File: src/rtl/wr_txn_pkg.sv
// Shared types for the write-transaction table: head/tail (per-ID queue) and
// linked-data (per-transaction) entries, plus the width helpers they depend on.
package wr_txn_pkg;

  localparam int unsigned TxnCount = 4;
  localparam int unsigned HtCount  = 4;
  localparam int unsigned IdW      = 4;
  localparam int unsigned LenW     = 8;
  localparam int unsigned CntW     = 10;
  localparam int unsigned LdIdxW   = $clog2(TxnCount);
  localparam int unsigned HtIdxW   = $clog2(HtCount);

  typedef struct packed {
    logic [IdW-1:0]  id;
    logic [LenW-1:0] len;
  } metadata_t;

  typedef struct packed {
    logic [IdW-1:0]    id;
    logic [LdIdxW-1:0] head;
    logic [LdIdxW-1:0] tail;
    logic              free;
  } ht_entry_t;

  typedef struct packed {
    metadata_t         metadata;
    logic [CntW-1:0]   counter;
    logic [LdIdxW-1:0] next;
    logic              free;
  } ld_entry_t;

  localparam ht_entry_t HtFree = '{id: '0, head: '0, tail: '0, free: 1'b1};
  localparam ld_entry_t LdFree = '{metadata: '0, counter: '0, next: '0, free: 1'b1};

  function automatic int unsigned idx_width(input int unsigned n);
    return (n > 1) ? $clog2(n) : 1;
  endfunction

endpackage

File: src/rtl/wr_txn_free_finder.sv
// Lowest-set-bit finder over a free-flag vector; index is 0 when nothing is set.
module wr_txn_free_finder #(
  parameter  int unsigned N = 4,
  localparam int unsigned W = (N > 1) ? $clog2(N) : 1
) (
  input  logic [N-1:0] free_i,
  output logic [W-1:0] idx_o,
  output logic         any_free_o
);

  // Scan high to low so the lowest set bit is the last one written.
  always_comb begin
    idx_o      = '0;
    any_free_o = 1'b0;
    for (int i = N - 1; i >= 0; i--) begin
      if (free_i[i]) begin
        idx_o      = W'(i);
        any_free_o = 1'b1;
      end
    end
  end

endmodule

File: src/rtl/wr_txn_table.sv
// Registered head/tail and linked-data tables for the write-transaction manager,
// with budget-counter aging and the zero-latency lookups the manager consumes.
module wr_txn_table
  import wr_txn_pkg::*;
#(
  parameter  int unsigned MaxWrTxns    = TxnCount,
  parameter  int unsigned HtCapacity   = HtCount,
  parameter  int unsigned IdWidth      = IdW,
  parameter  int unsigned LenWidth     = LenW,
  parameter  int unsigned CntWidth     = CntW,
  parameter  int unsigned PrescalerDiv = 1,
  localparam int unsigned HtIdxWidth   = $clog2(HtCapacity),
  localparam int unsigned LdIdxWidth   = $clog2(MaxWrTxns),
  localparam int unsigned OccWidth     = $clog2(MaxWrTxns) + 1
) (
  input  logic                             clk_i,
  input  logic                             rst_ni,
  input  ht_entry_t [HtCapacity-1:0]       head_tail_d_i,
  input  ld_entry_t [MaxWrTxns-1:0]        linked_data_d_i,
  output ht_entry_t [HtCapacity-1:0]       head_tail_q_o,
  output ld_entry_t [MaxWrTxns-1:0]        linked_data_q_o,
  input  logic [IdWidth-1:0]               match_in_id_i,
  input  logic                             match_in_id_valid_i,
  input  logic [IdWidth-1:0]               b_id_i,
  output logic                             no_in_id_match_o,
  output logic [HtIdxWidth-1:0]            match_in_idx_o,
  output logic                             id_exists_o,
  output logic [HtIdxWidth-1:0]            rsp_idx_o,
  output logic [HtIdxWidth-1:0]            head_tail_free_idx_o,
  output logic [LdIdxWidth-1:0]            linked_data_free_idx_o,
  output logic                             full_o,
  output logic [OccWidth-1:0]              occupancy_o
);

  localparam int unsigned PrescW = idx_width(PrescalerDiv);

  // Entry types come from the package, so the sizing parameters must agree with it.
  if (MaxWrTxns != TxnCount || HtCapacity != HtCount || IdWidth != IdW ||
      LenWidth != LenW || CntWidth != CntW || PrescalerDiv < 1) begin : g_param_check
    $error("wr_txn_table parameters disagree with wr_txn_pkg");
  end

  logic [PrescW-1:0]            r_presc;
  logic                         w_tick;
  ht_entry_t [HtCapacity-1:0]   r_ht;
  ld_entry_t [MaxWrTxns-1:0]    r_ld;
  ld_entry_t [MaxWrTxns-1:0]    w_ld_next;
  logic [HtCapacity-1:0]        w_ht_free;
  logic [MaxWrTxns-1:0]         w_ld_free;
  logic                         w_ht_any_free;
  logic                         w_ld_any_free;
  logic                         w_in_hit;
  logic [HtIdxWidth-1:0]        w_in_idx;
  logic                         w_rsp_hit;
  logic [HtIdxWidth-1:0]        w_rsp_idx;
  logic [OccWidth-1:0]          w_occ;
  logic                         w_ids_unique;

  assign w_tick = (r_presc == PrescW'(PrescalerDiv - 1));

  always_ff @(posedge clk_i or negedge rst_ni) begin
    if (!rst_ni) begin
      r_presc <= '0;
    end else if (w_tick) begin
      r_presc <= '0;
    end else begin
      r_presc <= r_presc + PrescW'(1);
    end
  end

  // Age only slots live both before and after this edge; fresh and freed slots
  // take the manager value as-is, and zero never wraps.
  always_comb begin
    w_ld_next = linked_data_d_i;
    for (int i = 0; i < MaxWrTxns; i++) begin
      if (w_tick && !r_ld[i].free && !linked_data_d_i[i].free &&
          linked_data_d_i[i].counter != '0) begin
        w_ld_next[i].counter = linked_data_d_i[i].counter - CntW'(1);
      end
    end
  end

  always_ff @(posedge clk_i or negedge rst_ni) begin
    if (!rst_ni) begin
      for (int i = 0; i < HtCapacity; i++) r_ht[i] <= HtFree;
      for (int i = 0; i < MaxWrTxns; i++) r_ld[i] <= LdFree;
    end else begin
      r_ht <= head_tail_d_i;
      r_ld <= w_ld_next;
    end
  end

  always_comb begin
    w_ht_free = '0;
    w_ld_free = '0;
    for (int i = 0; i < HtCapacity; i++) w_ht_free[i] = r_ht[i].free;
    for (int i = 0; i < MaxWrTxns; i++) w_ld_free[i] = r_ld[i].free;
  end

  wr_txn_free_finder #(.N(HtCapacity)) u_ht_free (
    .free_i     (w_ht_free),
    .idx_o      (head_tail_free_idx_o),
    .any_free_o (w_ht_any_free)
  );

  wr_txn_free_finder #(.N(MaxWrTxns)) u_ld_free (
    .free_i     (w_ld_free),
    .idx_o      (linked_data_free_idx_o),
    .any_free_o (w_ld_any_free)
  );

  always_comb begin
    w_in_hit  = 1'b0;
    w_in_idx  = '0;
    w_rsp_hit = 1'b0;
    w_rsp_idx = '0;
    for (int i = HtCapacity - 1; i >= 0; i--) begin
      if (!r_ht[i].free && match_in_id_valid_i && r_ht[i].id == match_in_id_i) begin
        w_in_hit = 1'b1;
        w_in_idx = HtIdxWidth'(i);
      end
      if (!r_ht[i].free && r_ht[i].id == b_id_i) begin
        w_rsp_hit = 1'b1;
        w_rsp_idx = HtIdxWidth'(i);
      end
    end
  end

  always_comb begin
    w_occ = '0;
    for (int i = 0; i < MaxWrTxns; i++) begin
      if (!r_ld[i].free) w_occ = w_occ + OccWidth'(1);
    end
  end

  always_comb begin
    w_ids_unique = 1'b1;
    for (int i = 0; i < HtCapacity; i++) begin
      for (int j = i + 1; j < HtCapacity; j++) begin
        if (!r_ht[i].free && !r_ht[j].free && r_ht[i].id == r_ht[j].id) w_ids_unique = 1'b0;
      end
    end
  end

  a_ids_unique: assert property (@(posedge clk_i) disable iff (!rst_ni) w_ids_unique);
  a_occ_bound:  assert property (@(posedge clk_i) disable iff (!rst_ni)
                                 w_occ <= OccWidth'(MaxWrTxns));

  assign head_tail_q_o    = r_ht;
  assign linked_data_q_o  = r_ld;
  assign no_in_id_match_o = !w_in_hit;
  assign match_in_idx_o   = w_in_idx;
  assign id_exists_o      = w_rsp_hit;
  assign rsp_idx_o        = w_rsp_idx;
  assign occupancy_o      = w_occ;
  // Decided from registered state only, so a slot freed this cycle is reusable next cycle.
  assign full_o = !w_ld_any_free ||
                  (match_in_id_valid_i && !w_ht_any_free && !w_in_hit);

endmodule

File: config.mk
export PLATFORM = sky130hd
export DESIGN_NAME = wr_txn_table
export DESIGN_NICKNAME = d
export VERILOG_FILES = /design/src/rtl/wr_txn_pkg.sv /design/src/rtl/wr_txn_free_finder.sv /design/src/rtl/wr_txn_table.sv
export SDC_FILE = /design/constraint.sdc
export NUM_CORES = 1
export LEC_CHECK = 0
export CELL_PAD_IN_SITES_DETAIL_PLACEMENT = 1
export CELL_PAD_IN_SITES_GLOBAL_PLACEMENT = 1
export CORE_MARGIN = 4
export CORE_UTILIZATION = 28
export CTS_CLUSTER_DIAMETER = 200
export DETAILED_ROUTE_END_ITERATION = 12
export PLACE_DENSITY_LB_ADDON = 0.1
export SLEW_MARGIN = 10
export SYNTH_ARGS = -nofsm -noshare
export SYNTH_HDL_FRONTEND = slang
export SYNTH_SLANG_ARGS = --single-unit
File: constraint.sdc
create_clock -name clk_i -period 2.35 [get_ports clk_i]
set_clock_uncertainty 0.05 [all_clocks]
set_input_delay 0.47 -clock clk_i [delete_from_list [all_inputs] [get_ports clk_i]]
set_output_delay 0.47 -clock clk_i [all_outputs]
set_load 0.01 [all_outputs]
# After elaboration in Yosys (flattened, before gate mapping)
# Index checks and enable logic that the tools add are counted.
# totals
regBits	137
inputBits	147
# classes
n_addsub	8
n_eq_ne	8
mux	41
bitwise_logic	1
n_reduce_logical	46
# ops
op	count
10-bit 2-to-1 mux	4
10-bit nonzero test	4
10-bit by 1-bit subtractor with 10-bit output (second input constant)	4
4-bit == test	8
2-bit 2-to-1 mux	16
1-bit logical AND	26
1-bit 2-to-1 mux	18
1-bit logical NOT	15
3-bit by 1-bit adder with 3-bit output (second input constant)	3
3-bit 2-to-1 mux	3
1-bit adder (second input constant)	1
1-bit logical OR	1
1-bit inverter	1

# Longest topological paths before layout
# Gate-level depths: netlist of the first run.
# depth
ltp_word	10
depth_mapped	7
mapped_depth_nobuf	7

# Modules after synthesis
# Synthesis of the first run repeated with hierarchy kept, for this count alone.
# unflattened
hier_cells	357
area_unflattened_um2	4943.5
# modules_own_cells
mod	instances	cells_per_inst	area_each_um2
wr_txn_table	1	343	4873.4
wr_txn_free_finder	2	7	35.0

# Worst setup path before layout of the first run
# No wires, ideal clock.
# synth_path
path_type	reg2out
from	register r_ld, in the netlist linked_data_q_o[0]
to	output occupancy_o[1]
arrival_ns	1.729
setup_slack_ns	0.101
stages_incl_launch_ff	6
path_buffers	0
path_cell_list	dfstp_2 inv_1 ha_1 xnor2_1 ha_1 mux2_2
# synth_via
elab_chain_cells	7
# synth_lines
element	line	text
start: declaration	wr_txn_table.sv:46	ld_entry_t [MaxWrTxns-1:0] r_ld;
start signal: assignment	wr_txn_table.sv:89	r_ld <= w_ld_next;
1-bit 2-to-1 mux (*)	wr_txn_table.sv:132	if (!r_ld[i].free) w_occ = w_occ + OccWidth'(1);
3-bit by 1-bit adder with 3-bit output	wr_txn_table.sv:132	
3-bit 2-to-1 mux (*)	wr_txn_table.sv:132	
3-bit by 1-bit adder with 3-bit output	wr_txn_table.sv:132	
3-bit 2-to-1 mux (*)	wr_txn_table.sv:132	
3-bit by 1-bit adder with 3-bit output	wr_txn_table.sv:132	
3-bit 2-to-1 mux (*)	wr_txn_table.sv:132	
end: declaration	wr_txn_table.sv:32	output logic [OccWidth-1:0] occupancy_o
# Mark *: on every way between the ends. The rest lies on a longest branch, timed or not.

# Worst setup path after layout of the first run
# layout_path
from	register r_ht, in the netlist head_tail_q_o[6]
to	output full_o
# layout_via
elab_chain_cells	6
# layout_lines
element	line	text
start: declaration	wr_txn_table.sv:45	ht_entry_t [HtCapacity-1:0] r_ht;
start signal: assignment	wr_txn_table.sv:88	r_ht <= head_tail_d_i;
4-bit == test	wr_txn_table.sv:118	if (!r_ht[i].free && match_in_id_valid_i && r_ht[i].id == match_in_id_i) begin
1-bit logical AND	wr_txn_table.sv:118	
1-bit 2-to-1 mux	wr_txn_table.sv:118	
1-bit logical NOT	wr_txn_table.sv:158	(match_in_id_valid_i && !w_ht_any_free && !w_in_hit);
1-bit logical AND	wr_txn_table.sv:158	
1-bit logical OR	wr_txn_table.sv:157	assign full_o = !w_ld_any_free ||
end: declaration	wr_txn_table.sv:31	output logic full_o,
# No other way between the ends.

==> results.md, run 1 <==
- Status: finished, violations left
- Failing checks: negative setup slack
- Total gr overflow: 0
- Pre-antenna DRT Iters: 4
- CTS Sinks: 136
- Post-synth EDFFs: 0
- Hold Startpoint: head_tail_d_i[9]
- Fin cells: 977
- R2R cell count: 7
- First-pass GRT wire length: 27.79 mm
- Slew of the pin with the lowest slew margin: 0.4724 ns
- Final net count: 893
- Worst path max stage delay: 0.52 ns
- Post-synth top area share: 64.32%
- Filler cells: 1776
- Routed len/inst: 18.37 um
- Average vias per placed instance: 4.366
- Clk pwr share: 43.5%
- H-tree Lvls: 4
- Hold Path Class: in -> reg
- Post-synthesis mux area share: 0.6281%
- Sw Share: 24.16%
- Starting Density: 28.69%
- #FFs+latches synth: 136
- Io pins: 297
- DRC: 0
- Antenna viol nets, final: 0
- Synth warn: 0
- Place WS: -0.7922 ns
- Routability congestion estimate: 0.8297
- Largest net degree at the start of global routing: 52
- Register share of total power: 40.1%
- CORE AREA: 0.01736 mm^2
- Post-Synthesis Cells: 353
- Commonest non-fill, non-tap cells in the layout: clkdlybuf4s50_1, dfrtp_1, buf_4
- GR Util All Layers: 18.29%
- Largest family of logic cells by synthesized area: simple AND/OR/NAND/NOR gates
- WL final: 17.95 mm
- FF-to-FF setup slack: 0.74 ns
- Syn Nets: 507
- Max-slew violation count: 0
- Distinct cell type count of the synthesized netlist: 46
- Commonest non-fill, non-tap cell in the layout: clkdlybuf4s50_1
- Area growth syn-to-layout: 90.15%
- Post-layout min period: 2.608 ns
- Slowest-stage cell, CP: or4b_4
- Maxcap violations: 0
- Antenna violations before repair: 1
- PD cells: 667.5 mW/mm^2
- Final Instance Area: 0.009469 mm^2
- Setup crit start: head_tail_q_o[6]$_DFF_PN0_
- Synth Area in Adders: 1.759%
- Die ar.: 0.01998 mm^2
- WP data arrival: 2.09 ns
- Total number of vias: 4266
- Final Worst Setup Slack: -0.2579 ns
- Final hold vios: 0
- Sequential share of the synthesized area: 68.54%
- Peak supply drop: 499.6 uV
- Num CTS Buffers: 17
- P_leak: 4.075 nW
- Worst EP required: 1.83 ns
- Compound-Gate Fraction of Synth Area: 4.899%
- Worst r2r src: linked_data_q_o[0]$_DFF_PN1_
- Combinational Power Share: 16.4%
- F_max: 0.3835 GHz
- Final Setup Violations: 6
- Mapped Area: 0.004980 mm^2
- Root buffer cell: clkbuf_16
- Top FF cell, synth: dfrtp_1
- Internal Power: 0.004794 W
- Critical path buffers and inverters: 2
- Die width: 141.4 um
- Share of cells above drive strength 1: 20.91%
- Placed Cells: 939
- Synth area leaders: dfrtp_1, xnor2_1, dfstp_2, xor2_1, ha_1
- Total power: 0.006321 W
- CP Class: reg -> out
- Cells along the critical path: inv_2, a222oi_1, or4b_4, nand4_1, o21ai_1, buf_2
- Core Rows: 48
- Worst Hold End: head_tail_q_o[9]$_DFF_PN1_
- Slew HR: 68.26%
- Hold depth: 1
- Die height: 141.4 um
- Post-Synth Simple-Gate Area: 11.88%
- Setup crit start kind: register
- Max clock buf depth: 2
- RSZ-0062 raised after global routing: true
- CP endpoint kind: output port
- Largest area contributor in the netlist: dfrtp_1
- Async SR Flop Fraction: 100.0%
- Clock transition at path regs: 0.06 ns
- Net Switching: 0.001527 W
- Detailed placement HPWL: 14.48 mm
- Max FO, Critical Path: 3
- CTS tree: yes
- RR Endpoint: linked_data_q_o[11]$_DFF_PN0_
- Drt initial violations: 83
- Buffers on Ports: 296
- Cell family with most CP delay: simple AND/OR/NAND/NOR gates
- Final period util: 111.0%
- Vias in the first global route: 4909
- Instance count on the critical path: 6
- Worst skew pair latency: 0.40 ns
- Placed instance area: 0.008746 mm^2
- Syn avg cell area: 14.11 um^2
- Fin Setup TNS: -1.166 ns
- Xor/xnor share of the synthesized area: 10.55%
## what timing repair did
item	in CTS	in global routing
setup endpoints to repair	11	12
resized for setup	61	16
hold buffers	1	0
buffers inserted	4	3
cloned	0	0
endpoints found under the hold margin	34	0
pin swaps	6	10
## per-layer routing
metal	track usage (%)	share of wire, %
met1	19.03	35
met2	32.98	53
met3	7.449	9.5
met4	6.782	2.5
met5	0	0
## Yosys cell counts, drive strengths merged (4+ instances only)
| master | instances |
|---|---|
| nand2b | 8 |
| ha | 7 |
| o21ai | 5 |
| dfstp | 8 |
| xor2 | 24 |
| inv | 21 |
| a21oi | 6 |
| nor2 | 21 |
| nor4 | 7 |
| nor3 | 11 |
| nand2 | 19 |
| xnor2 | 36 |
| dfrtp | 128 |
| or4 | 4 |
| nand3 | 9 |
## cell families (layout without fill, tap and decap cells)
kind of cell | count (synthesis) | count (layout)
flip-flops | 136 | 136
AND/OR/NAND/NOR | 98 | 98
XOR/XNOR | 60 | 60
AO/OA/AOI/OAI | 26 | 26
buffers and inverters | 23 | 421
adder cells (fa/ha/maj) | 7 | 7
multiplexers | 3 | 3
other | 0 | 1
## final cells by class
cell class                      count  area, um^2  share of cell area (%)
Timing Repair Buffer              369        3508                   37.05
Sequential cell                   136        3413                   36.05
Multi-Input combinational cell    194        1573                   16.61
Clock buffer                       17       425.4                   4.493
Tap cell                          225       281.5                   2.973
Clock inverter                     14       186.4                   1.969
Inverter                           21       78.83                  0.8325
Antenna cell                        1       2.502                 0.02643
## how the worst max path moves through the flow
stage                endpoint
2_1_floorplan  occupancy_o[1]
3_3_place_gp           full_o
3_5_place_dp           full_o
4_1_cts                full_o
5_1_grt                full_o
6_report               full_o
## registers in the layout, indices dropped and copies added, names as in the netlist
| signal | flops |
|---|---|
| linked_data_q_o | 100 |
| head_tail_q_o | 36 |
## power groups by stage
stage                     Combinational [W]  Sequential, W  Clock, W
after floorplan                    0.000168        0.00264         0
after global placement              0.00101        0.00257         0
after detailed placement            0.00103        0.00258         0
after CTS                           0.00104        0.00253   0.00284
after global routing                0.00111        0.00255   0.00296
final                               0.00104        0.00253   0.00275
## metrics by stage
stage               util [%]  hold slack (ns)
floorplan                  -           0.1244
global placement       50.39           0.3693
detailed placement     50.39           0.3748
CTS                    54.09           0.3966
global route           54.56           0.4058
finish                 54.56           0.4220
Note: power is estimated with default switching activity, not from simulation.
==> inputs of run 2 (changes only) <==
- CTS_CLUSTER_SIZE: unset -> 8
==> results of run 2 <==
Same layout as run 1: the final DEF is identical, and so are final timing and power.
==> inputs of run 3 (changes only) <==
- SLEW_MARGIN: 10 -> 15
- SYNTH_HIERARCHICAL: unset -> 1
==> results.md, run 3 <==
- Worst skew pair latency: 0.42 ns
- CTS Sinks: 136
- Max FO, Critical Path: 2
- Distinct cell type count of the synthesized netlist: 38
- CTS tree: yes
- Num CTS Buffers: 17
- Routability congestion estimate: 0.8667
- Cells along the critical path: inv_2, ha_4, xnor2_2, ha_1, mux2_4, buf_6
- CORE AREA: 0.01730 mm^2
- Storage cell area: 0.003413 mm^2
- Peak supply drop: 527.5 uV
- H-tree Lvls: 4
- Buffers on Ports: 296
- Total number of vias: 4304
- Area growth syn-to-layout: 91.55%
- PD cells: 652.7 mW/mm^2
- Clock transition at path regs: 0.06 ns
- CP endpoint kind: output port
- Final Instance Area: 0.009469 mm^2
- WP data arrival: 2.07 ns
- Failing checks: negative setup slack
- Cell family with most CP delay: flip-flops
- Average vias per placed instance: 4.374
- Syn Nets: 511
- Die height: 140.9 um
- CP Class: reg -> out
- Slew HR: 58.77%
- Routed len/inst: 17.99 um
- Setup crit start kind: register
- Post-synth EDFFs: 0
- Core Rows: 48
- Pre-antenna DRT Iters: 4
- Placed instance area: 0.008755 mm^2
- Max-slew violation count: 0
- Post-synth top area share: 64.79%
- Post-layout min period: 2.588 ns
- Final Core Density: 54.75%
- Max clock buf depth: 2
- Status: finished, violations left
- Drt initial violations: 79
- Maxcap violations: 0
- Sequential share of the synthesized area: 69.05%
- WL final: 17.71 mm
- Worst EP required: 1.83 ns
- Final Setup Violations: 7
- Commonest cells in the netlist: dfrtp_1, xor2_1, xnor2_1
- Top FF cell, synth: dfrtp_1
- Detailed placement HPWL: 14.34 mm
- Total gr overflow: 0
- Mapped Area: 0.004943 mm^2
- Critical path buffers and inverters: 2
- Footprint of the multi-input gates: 0.001579 mm^2
- Antenna viol nets, final: 0
- Share of cells above drive strength 1: 22.40%
- F_max: 0.3864 GHz
- First-pass GRT wire length: 27.37 mm
- Final hold vios: 0
- Antenna diodes: 0
- Most common cell in the netlist: dfrtp_1
- Die ar.: 0.01985 mm^2
- Commonest non-fill, non-tap cell in the layout: clkdlybuf4s50_1
- Commonest non-fill, non-tap cells in the layout: clkdlybuf4s50_1, dfrtp_1, buf_4
- Vias in the first global route: 4936
- Final net count: 900
- Async SR Flop Fraction: 100.0%
- Synth warn: 6
- #FFs+latches synth: 136
- Final Worst Setup Slack: -0.2380 ns
- Slew of the pin with the lowest slew margin: 0.6128 ns
- Root buffer cell: clkbuf_16
- Largest area contributor in the netlist: dfrtp_1
- Largest net degree at the start of global routing: 43
- P_leak: 4.120 nW
- Syn avg cell area: 13.85 um^2
- Synth area leaders: dfrtp_1, xor2_1, xnor2_1, dfstp_2, ha_1
- RSZ-0062 raised after global routing: true
- Hold Path Class: in -> reg
- Worst path max stage delay: 0.55 ns
- Largest register FFs: 100
- Final period util: 110.1%
- DRC: 0
- Antenna violations before repair: 1
- Slowest-stage cell, CP: dfstp_2
- Die width: 140.9 um
- GR Util All Layers: 18.16%
- Io pins: 297
- Filler cells: 1800
- Starting Density: 28.58%
- Post-Synthesis Cells: 357
run 3: report_power, final:
group / internal (W) / switching [W] / leakage, nW
logic: 0.000627 / 0.000407 / 2.27
registers: 0.00248 / 0.0000557 / 1.58
clock network: 0.00150 / 0.00112 / 0.279
total: 0.00460 / 0.00158 / 4.12
run 3: layout make-up:
| class | instances | share of cell area [%] |
|---|---|---|
| repair buffers | 372 | 37.30 |
| flip-flops and latches | 136 | 36.05 |
| well taps | 225 | 2.973 |
| inverters | 22 | 0.8721 |
| clock inverters | 15 | 1.638 |
| multi-input cells | 197 | 16.68 |
| clock buffers | 17 | 4.493 |
run 3: timing repair:
| item | in CTS | in global routing |
|---|---|---|
| endpoints found under the setup margin | 14 | 10 |
| hold buffers | 1 | 0 |
| resized for setup | 81 | 19 |
| setup buffers | 1 | 3 |
| hold endpoints to repair | 39 | 0 |
| pin swaps | 9 | 10 |
run 3: worst paths after layout:
check	start	endpoint	slack, ns	cells after the start
worst max-delay path	linked_data_q_o[0]$_DFF_PN1_	occupancy_o[1]	-0.24	6
worst min-delay path	head_tail_d_i[18]	head_tail_q_o[18]$_DFF_PN1_	0.41	1
worst max register to register	linked_data_q_o[50]$_DFF_PN1_	linked_data_q_o[62]$_DFF_PN0_	0.51	6
worst min register to register	linked_data_q_o[25]$_DFF_PN1_	linked_data_q_o[32]$_DFF_PN0_	0.86	5
max in group asynchronous	rst_ni	linked_data_q_o[50]$_DFF_PN1_	1.08	3
min in group asynchronous	rst_ni	linked_data_q_o[22]$_DFF_PN0_	0.48	2
run 3: worst reg2reg max path, stage by stage, from the launching register on:
cell and delay, ns:
dfstp_2 0.41, buf_4 0.14, nor2_1 0.19, o31ai_4 0.11
nor4_1 0.54, nand2b_1 0.14, xnor2_1 0.15
run 3: cells by family after synthesis:
kind of cell               share of synthesized area [%]
AOI/OAI and AO/OA                                  5.720
buffers and inverters                              1.822
muxes                                             0.2278
adders and majority gates                          1.772
and+or+nand+nor                                    11.14
xor gates and xnor gates                           10.28
DFF                                                69.05
run 3: stage by stage:
stage | hold WS (ns) | worst slack [ns] | std cells | total power (W) | setup TNS (ns)
floorplan | 0.1244 | 0.03108 | 357 | 0.002803 | 0
global placement | 0.3612 | -0.7712 | 949 | 0.003574 | -8.866
detailed placement | 0.3722 | -0.8700 | 949 | 0.003602 | -11.21
CTS | 0.3958 | -0.2752 | 983 | 0.006282 | -1.315
global route | 0.3920 | -0.3302 | 984 | 0.006489 | -1.823
finish | 0.4126 | -0.2380 | 984 | 0.006181 | -1.059
run 3: routing by layer:
metal  track usage, %  vias to the layer above  part of all wire (%)
met1            18.18                     2122                    33
met2            33.44                      173                    56
met3            7.361                       27                   8.8
li1                 -                     1980                     -
met5                0                        -                 0.073
met4            7.088                        2                   2.3
